===== config.mk =====
export PLATFORM = sky130hd
export DESIGN_NAME = morse_symbol_decoder
export DESIGN_NICKNAME = d
export VERILOG_FILES = /design/src/rtl/morse_symbol_decoder.sv
export SDC_FILE = /design/constraint.sdc
export NUM_CORES = 1
export LEC_CHECK = 0
export BUFFER_PORTS_ARGS = -buffer_cell sky130_fd_sc_hd__buf_2
export CAP_MARGIN = 30
export CORE_ASPECT_RATIO = 0.8
export CORE_MARGIN = 3
export CORE_UTILIZATION = 50
export CTS_CLUSTER_SIZE = 30
export DETAILED_ROUTE_END_ITERATION = 16
export GPL_TIMING_DRIVEN = 0
export PLACE_DENSITY = 0.76
export SYNTH_ARGS = -nofsm -noshare
export SYNTH_HDL_FRONTEND = slang
export SYNTH_SLANG_ARGS = --single-unit

===== constraint.sdc =====
create_clock -name clk_i -period 6.2 [get_ports clk_i]
set_input_delay 0.62 -clock clk_i [delete_from_list [all_inputs] [get_ports clk_i]]
set_output_delay 0.62 -clock clk_i [all_outputs]
set_load 0.05 [all_outputs]

===== src/rtl/morse_symbol_decoder.sv =====
// Morse key decoder: synchronises the raw key, times marks and spaces, assembles
// characters of up to MAX_LEN elements and queues them in a show-ahead FIFO.
module morse_symbol_decoder #(
    parameter int CNT_W      = 8,
    parameter int DOT_MIN    = 20,
    parameter int DASH_MIN   = 60,
    parameter int CHAR_GAP   = 40,
    parameter int MAX_LEN    = 6,
    parameter int FIFO_DEPTH = 4
) (
    input  logic                         clk_i,
    input  logic                         rst_ni,
    input  logic                         en_i,
    input  logic                         morse_i,
    output logic [MAX_LEN-1:0]           sym_code_o,
    output logic [$clog2(MAX_LEN+1)-1:0] sym_len_o,
    output logic                         sym_err_o,
    output logic                         sym_valid_o,
    input  logic                         sym_ready_i,
    output logic                         busy_o,
    output logic                         drop_o
);
    localparam int LEN_W = $clog2(MAX_LEN + 1);
    localparam int PTR_W = $clog2(FIFO_DEPTH);
    localparam int ENT_W = 1 + LEN_W + MAX_LEN;
    localparam logic [CNT_W-1:0] T_MAX      = '1;
    localparam logic [CNT_W-1:0] DOT_MIN_C  = CNT_W'(DOT_MIN);
    localparam logic [CNT_W-1:0] DASH_MIN_C = CNT_W'(DASH_MIN);
    localparam logic [CNT_W-1:0] GAP_C      = CNT_W'(CHAR_GAP);
    localparam logic [LEN_W-1:0] MAX_LEN_C  = LEN_W'(MAX_LEN);
    localparam logic [PTR_W:0]   DEPTH_C    = (PTR_W + 1)'(FIFO_DEPTH);

    typedef enum logic [1:0] {IDLE, MARK, SPACE, HOLD} state_e;

    state_e             state_q, state_d;
    logic               sync1_q, key_s_q;
    logic [CNT_W-1:0]   timer_q, timer_d;
    logic [MAX_LEN-1:0] code_q, code_d;
    logic [LEN_W-1:0]   len_q, len_d;
    logic               err_q, err_d;
    logic               busy_q, drop_q;
    logic               commit, commit_err;

    logic [ENT_W-1:0]   mem_q [FIFO_DEPTH];
    logic [PTR_W-1:0]   wr_ptr_q, rd_ptr_q;
    logic [PTR_W:0]     count_q;
    logic               fifo_empty, fifo_full, push, pop;
    logic [ENT_W-1:0]   head;

    always_comb begin
        state_d    = state_q;
        code_d     = code_q;
        len_d      = len_q;
        err_d      = err_q;
        commit     = 1'b0;
        commit_err = err_q;
        if (!en_i) begin
            state_d = IDLE;
        end else begin
            case (state_q)
                IDLE: if (key_s_q) state_d = MARK;
                MARK: begin
                    if (!key_s_q) begin
                        if (timer_q < DOT_MIN_C) begin
                            state_d = (len_q != '0) ? SPACE : IDLE;
                        end else begin
                            state_d = SPACE;
                            if (len_q == MAX_LEN_C) begin
                                err_d = 1'b1;
                            end else begin
                                code_d = MAX_LEN'({code_q, (timer_q >= DASH_MIN_C)});
                                len_d  = len_q + LEN_W'(1);
                            end
                        end
                    end else if (timer_q == T_MAX) begin
                        // Key stuck down: report what we have, then ignore it until release.
                        commit     = 1'b1;
                        commit_err = 1'b1;
                        state_d    = HOLD;
                    end
                end
                SPACE: begin
                    if (key_s_q) begin
                        state_d = MARK;
                    end else if (timer_q >= GAP_C) begin
                        commit  = 1'b1;
                        state_d = IDLE;
                    end
                end
                HOLD: if (!key_s_q) state_d = IDLE;
            endcase
        end
        if (state_d == IDLE) begin
            code_d = '0;
            len_d  = '0;
            err_d  = 1'b0;
        end
    end

    always_comb begin
        timer_d = timer_q;
        if (state_d != state_q) begin
            timer_d = CNT_W'(1);
        end else if (timer_q != T_MAX) begin
            timer_d = timer_q + CNT_W'(1);
        end
    end

    always_ff @(posedge clk_i or negedge rst_ni) begin
        if (!rst_ni) begin
            sync1_q <= 1'b0;
            key_s_q <= 1'b0;
            state_q <= IDLE;
            timer_q <= '0;
            code_q  <= '0;
            len_q   <= '0;
            err_q   <= 1'b0;
            busy_q  <= 1'b0;
            drop_q  <= 1'b0;
        end else begin
            sync1_q <= morse_i;
            key_s_q <= sync1_q;
            state_q <= state_d;
            timer_q <= timer_d;
            code_q  <= code_d;
            len_q   <= len_d;
            err_q   <= err_d;
            busy_q  <= (state_q != IDLE);
            drop_q  <= commit && fifo_full && !pop;
        end
    end

    // A full FIFO still accepts a commit when the head is popped in the same cycle.
    assign fifo_empty = (count_q == '0);
    assign fifo_full  = (count_q == DEPTH_C);
    assign pop        = !fifo_empty && sym_ready_i;
    assign push       = commit && (!fifo_full || pop);

    always_ff @(posedge clk_i) begin
        if (push) mem_q[wr_ptr_q] <= {commit_err, len_q, code_q};
    end

    always_ff @(posedge clk_i or negedge rst_ni) begin
        if (!rst_ni) begin
            wr_ptr_q <= '0;
            rd_ptr_q <= '0;
            count_q  <= '0;
        end else begin
            if (push) wr_ptr_q <= wr_ptr_q + PTR_W'(1);
            if (pop)  rd_ptr_q <= rd_ptr_q + PTR_W'(1);
            if (push && !pop)      count_q <= count_q + (PTR_W + 1)'(1);
            else if (pop && !push) count_q <= count_q - (PTR_W + 1)'(1);
        end
    end

    assign head        = fifo_empty ? '0 : mem_q[rd_ptr_q];
    assign sym_err_o   = head[ENT_W-1];
    assign sym_len_o   = head[MAX_LEN +: LEN_W];
    assign sym_code_o  = head[MAX_LEN-1:0];
    assign sym_valid_o = !fifo_empty;
    assign busy_o      = busy_q;
    assign drop_o      = drop_q;
endmodule


==> results_dict.tcl, run 1 <==
set metrics [dict create \
    status "completed" \
    synth_edf_count 40 \
    grt_use_met3 0.0556 \
    yosys_most_used_dff "edfxtp_1" \
    wirelength_um 5810 \
    grt_start_max_net_pins 32 \
    die-area_sq_um 7910 \
    max_stage_delay_ns 0.43 \
    synth_top_area_cell "edfxtp_1" \
    vias_per_cell 5.50 \
    io_pins 18 \
    initial_core_util 0.528 \
    final_max_slew_viol_count 0 \
    hold_viol 0 \
    grt_usage 0.164 \
    p_leak_nw 1.53 \
    power_mw 0.954 \
    grt_busiest_layer "met1" \
    cts_resized 0 \
    path_cells "inv_1 -> ha_1 -> nand4_2 -> nor2_1 -> a21oi_1 -> nor3_4 -> ha_1 -> inv_1 -> fa_1 -> xor2_1 -> nor2_1 -> xor2_1" \
    fin_crit_ns 2.97 \
    fin_crit_sh 0.479 \
    vias 1987 \
    crit_path_max_fanout 7 \
    synthArstFlopShare 0.437 \
    r2r_slack_ns 3.23 \
    cp.required_ns 6.47 \
    cts-root-buf "clkbuf_8" \
    worstSetupPathType "flop to flop" \
    die_h_um 80.1 \
    worstHoldPathType "input port to async pin" \
    power_density_nw_per_um2 250 \
    drive_above_1_share 0.256 \
    drt-pass1-iter-count 4 \
    syn_area_per_cell_sq_um 14.1 \
    rsz0062_at_grt "no" \
    clock.fmax_ghz 0.337 \
    worstReg2RegEnd "count_q[2]$_DFFE_PN0P_" \
    drv_cap 0 \
    worstPathArrival_ns 3.24 \
    instances_no_fill 361 \
    ys_seq_area_frac 0.576 \
    ir_worst_vdd_mv 0.131 \
    synth_cells 244 \
    dp_cells 345 \
    setup_viol 0 \
    critPathSlowestCell "dfrtp_1" \
    final_util 0.587 \
    netlist.area_leader.share 0.350 \
    met2_usage 0.236 \
    drt-wirelength-per-cell_um 16.1 \
    ys_ff_latch 71 \
    max_slew_margin 0.526 \
    endpoint_kind "flop" \
    ys_types 58 \
    synthTopCellsByArea "edfxtp_1 35%, dfrtp_1 23%, mux4_2 6.6%, ha_1 5.5%, and2_1 2.6%" \
    worstSetupStartpointType "flop" \
    postSynthNetCount 265 \
    fin_area_sq_um 3820 \
    cts_max_level 3 \
    tightestPinTransition_ns 0.711 \
    cts.sinks 71 \
    row_count 26 \
    place_area_sq_um 3620 \
    ant_nets 0 \
    portBuffers 17 \
    met1_usage 0.240 \
    cts_buffers 9 \
    area_growth_pct 11.2 \
    grt_pass1_wl_um 9870 \
    synth.yosys.warnings 0 \
    r2r_start "state_q[1]$_DFF_PN0_" \
    clk_pin_slew_ns 0.08 \
    post_cts_buffers 0 \
    finalSetupTns_ns 0 \
    holdBufCountCts 0 \
    die_w_um 98.7 \
    synth_top_cells_by_count "40 x edfxtp_1, 31 x dfrtp_1, 15 x ha_1, 14 x and2_1, 14 x inv_1" \
    tritoncts "done" \
    worstRegToRegCells 12 \
    diodes 0 \
    yosys.cell_count.top_type "edfxtp_1" \
    overflow 0 \
    dp_hpwl_um 4000 \
    worstSkewPairLatency_ns 0.34 \
    netlist_area_sq_um 3430 \
    gp_congestion 0.791 \
    drt-initial-drc-count 141 \
    drc 0 \
    core_sq_um 6510 \
    grt_pass1_vias 1881 \
    nFillCells 527 \
    nets 293 \
    cts_buffer_depth 2 \
    antenna_found_initial 0 \
    finClkSkew_ns 0.00662 \
]
[flip-flops by register name, summed over array words and instances, names as in the netlist]
| register | flops |
|---|---|
| rd_ptr_q | 2 |
| state_q | 2 |
| err_q | 1 |
| wr_ptr_q | 2 |
| code_q | 6 |
| drop_o | 1 |
| len_q | 3 |
| busy_o | 1 |
| timer_q | 8 |
| key_s_q | 1 |
| sync1_q | 1 |
| count_q | 3 |
| mem_q | 40 |
[logic make-up (layout without fill, tap and decap cells)]
| logic type | after synthesis | count (layout) | synth area share |
|---|---|---|---|
| adder cells (fa/ha/maj) | 16 | 16 | 0.0605 |
| AO/OA/AOI/OAI | 38 | 38 | 0.0787 |
| flip-flops | 71 | 71 | 0.576 |
| XOR/XNOR | 8 | 8 | 0.0204 |
| buffers and inverters | 24 | 57 | 0.0357 |
| AND/OR/NAND/NOR | 67 | 67 | 0.134 |
| multiplexers | 20 | 20 | 0.0954 |
[cell type report]
type / instances / area, sq um / share of cell area
multi-input cells: 149 / 1340 / 0.349
repair buffers: 17 / 85.1 / 0.0223
clock inverters: 7 / 71.3 / 0.0187
inverters: 14 / 52.6 / 0.0138
plain buffers: 10 / 70.1 / 0.0183
clock buffers: 9 / 124 / 0.0324
flip-flops and latches: 71 / 1980 / 0.518
well taps: 84 / 105 / 0.0275
[placed cells by master, fill, tap and decap left out, types with 3 or more instances in the layout]
master / count
buf_6: 3
mux2i_1: 8
xnor2_1: 6
nand3_1: 7
a31oi_1: 4
clkbuf_8: 9
mux4_2: 10
nor2_1: 10
inv_1: 14
edfxtp_1: 40
nand2_1: 5
and2_1: 14
nor3_2: 3
dfrtp_1: 31
and3_1: 3
o21ai_0: 8
a21oi_1: 11
buf_2: 19
ha_1: 15
clkbuf_1: 3
[stage by stage]
| stage | hold WS, ns | setup WS [ns] |
|---|---|---|
| 2_1_floorplan | 0.324 | 3.63 |
| 3_3_place_gp | 0.339 | 3.28 |
| 3_5_place_dp | 0.343 | 3.22 |
| 4_1_cts | 0.335 | 3.22 |
| 5_1_grt | 0.366 | 3.05 |
| 6_report | 0.325 | 3.23 |
[routing by layer]
| layer | up-vias | routed length, um |
|---|---|---|
| met4 | 0 | 34 |
| li1 | 957 | - |
| met1 | 972 | 2910 |
| met3 | 4 | 263 |
| met2 | 54 | 2600 |
| met5 | - | 0 |
[where the power goes]
group	internal [mW]	switching, mW
clock	0.186	0.172
combinational	0.0247	0.0389
sequential	0.509	0.0234
[worst max-delay path, delay by kind of cell (launching register included)]
kind,cells,cell delay [ns]
adders and majority gates,3,0.94
xor gates and xnor gates,2,0.31
AOI/OAI and AO/OA,1,0.15
buffers and inverters,2,0.28
and+or+nand+nor,4,0.77
DFF,1,0.43
[worst max path at each step]
stage,slack [ns],endpoint,from
after global routing,3.05,count_q[2]$_DFFE_PN0P_,state_q[1]$_DFF_PN0_
after global placement,3.28,count_q[2]$_DFFE_PN0P_,state_q[1]$_DFF_PN0_
after CTS,3.22,count_q[2]$_DFFE_PN0P_,state_q[1]$_DFF_PN0_
after detailed placement,3.22,count_q[2]$_DFFE_PN0P_,state_q[1]$_DFF_PN0_
final,3.23,count_q[2]$_DFFE_PN0P_,state_q[1]$_DFF_PN0_
after floorplan,3.63,count_q[2]$_DFFE_PN0P_,state_q[1]$_DFF_PN0_
Note: power is estimated with default switching activity, not from simulation.
==> run 2: changes to the inputs <==
--- a/config.mk
+++ b/config.mk
@@ -13,7 +13,7 @@
 export CTS_CLUSTER_SIZE = 30
 export DETAILED_ROUTE_END_ITERATION = 16
 export GPL_TIMING_DRIVEN = 0
-export PLACE_DENSITY = 0.76
+export PLACE_DENSITY = 0.79
 export SYNTH_ARGS = -nofsm -noshare
 export SYNTH_HDL_FRONTEND = slang
 export SYNTH_SLANG_ARGS = --single-unit
==> constraint.sdc (replaced) <==
create_clock -name clk_i -period 2.5 [get_ports clk_i]
set_input_delay 0.25 -clock clk_i [delete_from_list [all_inputs] [get_ports clk_i]]
set_output_delay 0.25 -clock clk_i [all_outputs]
set_load 0.05 [all_outputs]
==> results_dict.tcl, run 2 (synthesis results as in run 1) <==
set metrics [dict create \
    final_cell_mix "40 x edfxtp_1, 27 x dfrtp_1, 19 x buf_2" \
    grt_usage 0.174 \
    antenna_found_initial 0 \
    portBuffers 17 \
    worstSetupStartpointType "flop" \
    nets 307 \
    crit_path_max_fanout 5 \
    cts-root-buf "clkbuf_8" \
    fin_crit_ns 2.39 \
    power_density_nw_per_um2 634 \
    clock.fmax_ghz 0.418 \
    vias_per_cell 5.63 \
    tightestPinTransition_ns 0.732 \
    drive_above_1_share 0.330 \
    path_cells "inv_4 -> ha_2 -> nand2b_1 -> a21oi_2 -> a21oi_2 -> nor3_4 -> ha_2 -> inv_1 -> fa_1 -> xor2_1 -> nor2_1 -> xor2_1" \
    fin_area_sq_um 4030 \
    drc 0 \
    worstHoldPathType "input port to flop" \
    max_stage_delay_ns 0.48 \
    ir_worst_vdd_mv 0.353 \
    diodes 0 \
    row_count 26 \
    critPathSlowestCell "dfrtp_2" \
    largestRegisters "mem_q: 40 flops, timer_q: 8 flops, code_q: 6 flops" \
    worstPathArrival_ns 2.66 \
    drt-initial-drc-count 146 \
    place_area_sq_um 3630 \
    io_pins 18 \
    hold_viol 0 \
    grt_pass1_wl_um 10400 \
    nFillCells 478 \
    largest-register "mem_q" \
    die_h_um 80.1 \
    grt_start_max_net_pins 32 \
    worstSetupPathType "flop to flop" \
    drt-wirelength-per-cell_um 16.8 \
    initial_core_util 0.528 \
    cts_buffer_depth 2 \
    clk_pin_slew_ns 0.08 \
    endpoint_kind "flop" \
    p_leak_nw 1.62 \
    drv_cap 0 \
    largest_register_ffs 40 \
    die_w_um 98.7 \
    cts_buffers 9 \
    drt-pass1-iter-count 4 \
    finClkSkew_ns 0.00595 \
    r2r_slack_ns 0.11 \
    tritoncts "done" \
    overflow 0 \
    vias 2112 \
    dp_hpwl_um 3990 \
    cts_max_level 3 \
    setup_viol 0 \
    final_max_slew_viol_count 0 \
    ant_nets 0 \
    cts.sinks 71 \
    gp_congestion 0.838 \
    grt_pass1_vias 2036 \
    core_sq_um 6510 \
    worstSkewPairLatency_ns 0.34 \
    wirelength_um 6300 \
    area_growth_pct 17.3 \
    status "completed" \
    finalSetupTns_ns 0 \
    max_slew_margin 0.512 \
    final_common_cell "edfxtp_1" \
    cp.required_ns 2.77 \
    fin_crit_sh 0.956 \
    die-area_sq_um 7910 \
]
[run 2: critical path, delay by kind of cell (launching register included)]
family / cells / cell delay, ns
adder cells (fa/ha/maj): 3 / 0.79
flip-flops: 1 / 0.48
AND/OR/NAND/NOR: 3 / 0.37
XOR/XNOR: 2 / 0.33
AO/OA/AOI/OAI: 2 / 0.21
buffers and inverters: 2 / 0.16
[run 2: metrics by stage]
step | util | setup slack [ns] | hold slack [ns] | std cells | power, mW
floorplan | - | 0.0336 | -0.0456 | 244 | 1.45
global placement | 0.558 | -0.263 | 0.336 | 345 | 1.49
detailed placement | 0.558 | -0.299 | 0.340 | 345 | 1.50
CTS | 0.604 | 0.0117 | 0.196 | 366 | 2.53
global route | 0.619 | -0.00795 | 0.215 | 375 | 2.66
finish | 0.619 | 0.110 | 0.213 | 375 | 2.55
[run 2: final timing paths]
check,start,endpoint,cells after the start
hold reg to reg,sync1_q$_DFF_PN0_,key_s_q$_DFF_PN0_,0
hold / removal,sym_ready_i,rd_ptr_q[1]$_DFFE_PN0P_,3
setup / recovery,state_q[0]$_DFF_PN0_,count_q[2]$_DFFE_PN0P_,12
setup reg to reg,state_q[0]$_DFF_PN0_,count_q[2]$_DFFE_PN0P_,12
min in group asynchronous,rst_ni,drop_o$_DFF_PN0_,2
max in group asynchronous,rst_ni,timer_q[0]$_DFFE_PN0P_,2
[run 2: area by class of cell]
type                       count  area, sq um  area share
clock buffer                   9          124      0.0308
tap                           84          105      0.0261
timing repair buffer          31          195      0.0485
sequential                    71         1980       0.492
buffer                        10         70.1      0.0174
inverter                      14         57.6      0.0143
clock inverter                 7         96.3      0.0239
multi-input combinational    149         1400       0.347
[run 2: report_power, final]
part | leakage [nW] | switching (mW) | internal, mW
Sequential | 0.780 | 0.0682 | 1.26
Combinational | 0.736 | 0.116 | 0.101
Clock | 0.103 | 0.440 | 0.563
Total | 1.62 | 0.624 | 1.93
[run 2: per-layer routing]
layer  track usage  part of all wire  vias to the layer above  wire, um
li1              -                 -                      990         -
met4        0.0614             0.016                        0       101
met3        0.0451             0.043                       11       268
met1         0.238              0.47                     1049      2990
met2         0.272              0.47                       62      2940
met5             0                 0                        -         0
[run 2: repair_timing]
action / 4_1_cts / 5_1_grt
pin swaps: 2 / 3
setup endpoints to repair: 42 / 24
cloned: 0 / 0
hold buffers: 2 / 0
hold endpoints to repair: 32 / 0
resized for setup: 12 / 6
setup buffers: 3 / 9
==> run 3: changes to the inputs <==
--- a/config.mk
+++ b/config.mk
@@ -13,7 +13,7 @@
 export CTS_CLUSTER_SIZE = 30
 export DETAILED_ROUTE_END_ITERATION = 16
 export GPL_TIMING_DRIVEN = 0
-export PLACE_DENSITY = 0.79
+export PLACE_DENSITY = 0.76
 export SYNTH_ARGS = -nofsm -noshare
 export SYNTH_HDL_FRONTEND = slang
 export SYNTH_SLANG_ARGS = --single-unit
==> constraint.sdc (replaced) <==
create_clock -name clk_i -period 2.3 [get_ports clk_i]
set_input_delay 0.23 -clock clk_i [delete_from_list [all_inputs] [get_ports clk_i]]
set_output_delay 0.23 -clock clk_i [all_outputs]
set_load 0.05 [all_outputs]
==> results_dict.tcl, run 3 (synthesis results as in run 1) <==
set metrics [dict create \
    status "finished with violations" \
    failed_checks "negative setup slack" \
    path_delay_family "adder cells" \
    largest-register "mem_q" \
    worstPathArrival_ns 2.61 \
    final_common_cell "edfxtp_1" \
    gp_congestion 0.754 \
    p_leak_nw 1.63 \
    path_cells "inv_2 -> ha_4 -> nand4_4 -> nor2_4 -> a21oi_4 -> nor3_4 -> ha_2 -> inv_2 -> fa_2 -> xor2_1 -> nor2_1 -> xor2_1" \
    setup_viol 1 \
    endpoint_kind "flop" \
    fin_area_sq_um 4070 \
    grt_start_max_net_pins 32 \
    largestRegisters "mem_q: 40 flops, timer_q: 8 flops, code_q: 6 flops" \
    largest_register_ffs 40 \
    drt-wirelength-per-cell_um 16.7 \
    vias_per_cell 5.51 \
    initial_core_util 0.528 \
    cts-root-buf "clkbuf_8" \
    worstSetupPathType "flop to flop" \
    final_max_slew_viol_count 0 \
    row_count 26 \
    rsz0062_at_grt "yes" \
    vias 2088 \
    worstHoldPathType "input port to flop" \
    fin_crit_sh 1.02 \
    io_pins 18 \
    critPathSlowestCell "dfrtp_2" \
    finalWorstSetupSlack_ns -0.0547 \
    max_slew_margin 0.480 \
    power_density_nw_per_um2 646 \
    crit_path_max_fanout 3 \
    worstSetupStartpointType "flop" \
    grt_pass1_vias 2107 \
    die_h_um 80.1 \
    drive_above_1_share 0.366 \
    portBuffers 17 \
    ir_worst_vdd_mv 0.557 \
    tritoncts "done" \
    die-area_sq_um 7910 \
    cts_buffer_depth 2 \
    drc 0 \
    final_cell_mix "40 x edfxtp_1, 27 x dfrtp_1, 19 x buf_4" \
    drt-pass1-iter-count 4 \
    fin_crit_ns 2.35 \
    finClkSkew_ns 0.00668 \
    cts.sinks 71 \
    drv_cap 0 \
    grt_usage 0.172 \
    max_stage_delay_ns 0.43 \
    cts_buffers 9 \
    antenna_found_initial 0 \
    clk_pin_slew_ns 0.07 \
    cp.required_ns 2.56 \
    finalSetupTns_ns -0.0547 \
    die_w_um 98.7 \
    r2r_slack_ns -0.05 \
    drt-initial-drc-count 93 \
    worstSkewPairLatency_ns 0.33 \
    grt_pass1_wl_um 10500 \
    cts_max_level 3 \
    tightestPinTransition_ns 0.770 \
    diodes 0 \
    place_area_sq_um 3690 \
    nets 311 \
    dp_hpwl_um 4000 \
    wirelength_um 6310 \
    ant_nets 0 \
    final_util 0.625 \
    overflow 0 \
    hold_viol 0 \
    power_mw 2.63 \
    worst-path-buf-inv 2 \
    clock.fmax_ghz 0.425 \
    area_growth_pct 18.4 \
    core_sq_um 6510 \
]
[run 3: cell types whose count changed in the layout (fill, tap and decap cells not counted), moves of 2 or more]
cell,change
ha_4,+2
buf_4,+5
and2_1,-3
clkinv_2,+2
inv_2,+2
and2_2,+3
[run 3: worst paths after layout]
path,from,end,depth (start not counted)
min reg2reg,sync1_q$_DFF_PN0_,key_s_q$_DFF_PN0_,0
max in group asynchronous,rst_ni,state_q[0]$_DFF_PN0_,2
max,state_q[1]$_DFF_PN0_,count_q[2]$_DFFE_PN0P_,12
min,sym_ready_i,rd_ptr_q[1]$_DFFE_PN0P_,3
max reg2reg,state_q[1]$_DFF_PN0_,count_q[2]$_DFFE_PN0P_,12
min in group asynchronous,rst_ni,sync1_q$_DFF_PN0_,2
[run 3: worst min-delay path, cell delays in order]
cell,delay (ns)
buf_2,0.11
nand3_1,0.09
xnor2_1,0.06
[run 3: area by class of cell]
| cell class | instances | area (sq um) |
|---|---|---|
| plain buffers | 10 | 73.8 |
| clock buffers | 10 | 128 |
| clock inverters | 6 | 62.6 |
| fillers | 496 | 2440 |
| inverters | 14 | 55.1 |
| multi-input cells | 149 | 1440 |
| flip-flops and latches | 71 | 1980 |
| well taps | 84 | 105 |
| repair buffers | 35 | 225 |
[run 3: what timing repair did]
item	CTS	global route
buffers inserted	14	2
endpoints found under the setup margin	44	36
resized for setup	10	7
hold buffers	2	0
pin swaps	6	6
hold endpoints to repair	32	0
[run 3: routing by layer]
metal | vias to the layer above | wire [um] | track usage
li1 | 995 | - | -
met1 | 1036 | 2840 | 0.216
met2 | 47 | 3120 | 0.287
met3 | 10 | 266 | 0.0521
met4 | 0 | 87 | 0.0587
met5 | - | 0 | 0
[run 3: per-stage QoR]
step	setup WS [ns]	hold slack [ns]	instances
global placement	-0.274	0.321	345
detailed placement	-0.350	0.322	345
floorplan	-0.0406	-0.0656	244
global route	-0.181	0.198	379
finish	-0.0547	0.203	379
CTS	-0.0209	0.183	377
[run 3: power by group]
| group | internal [mW] | switching (mW) |
|---|---|---|
| clock network | 0.497 | 0.449 |
| logic | 0.111 | 0.132 |
| registers | 1.38 | 0.0655 |
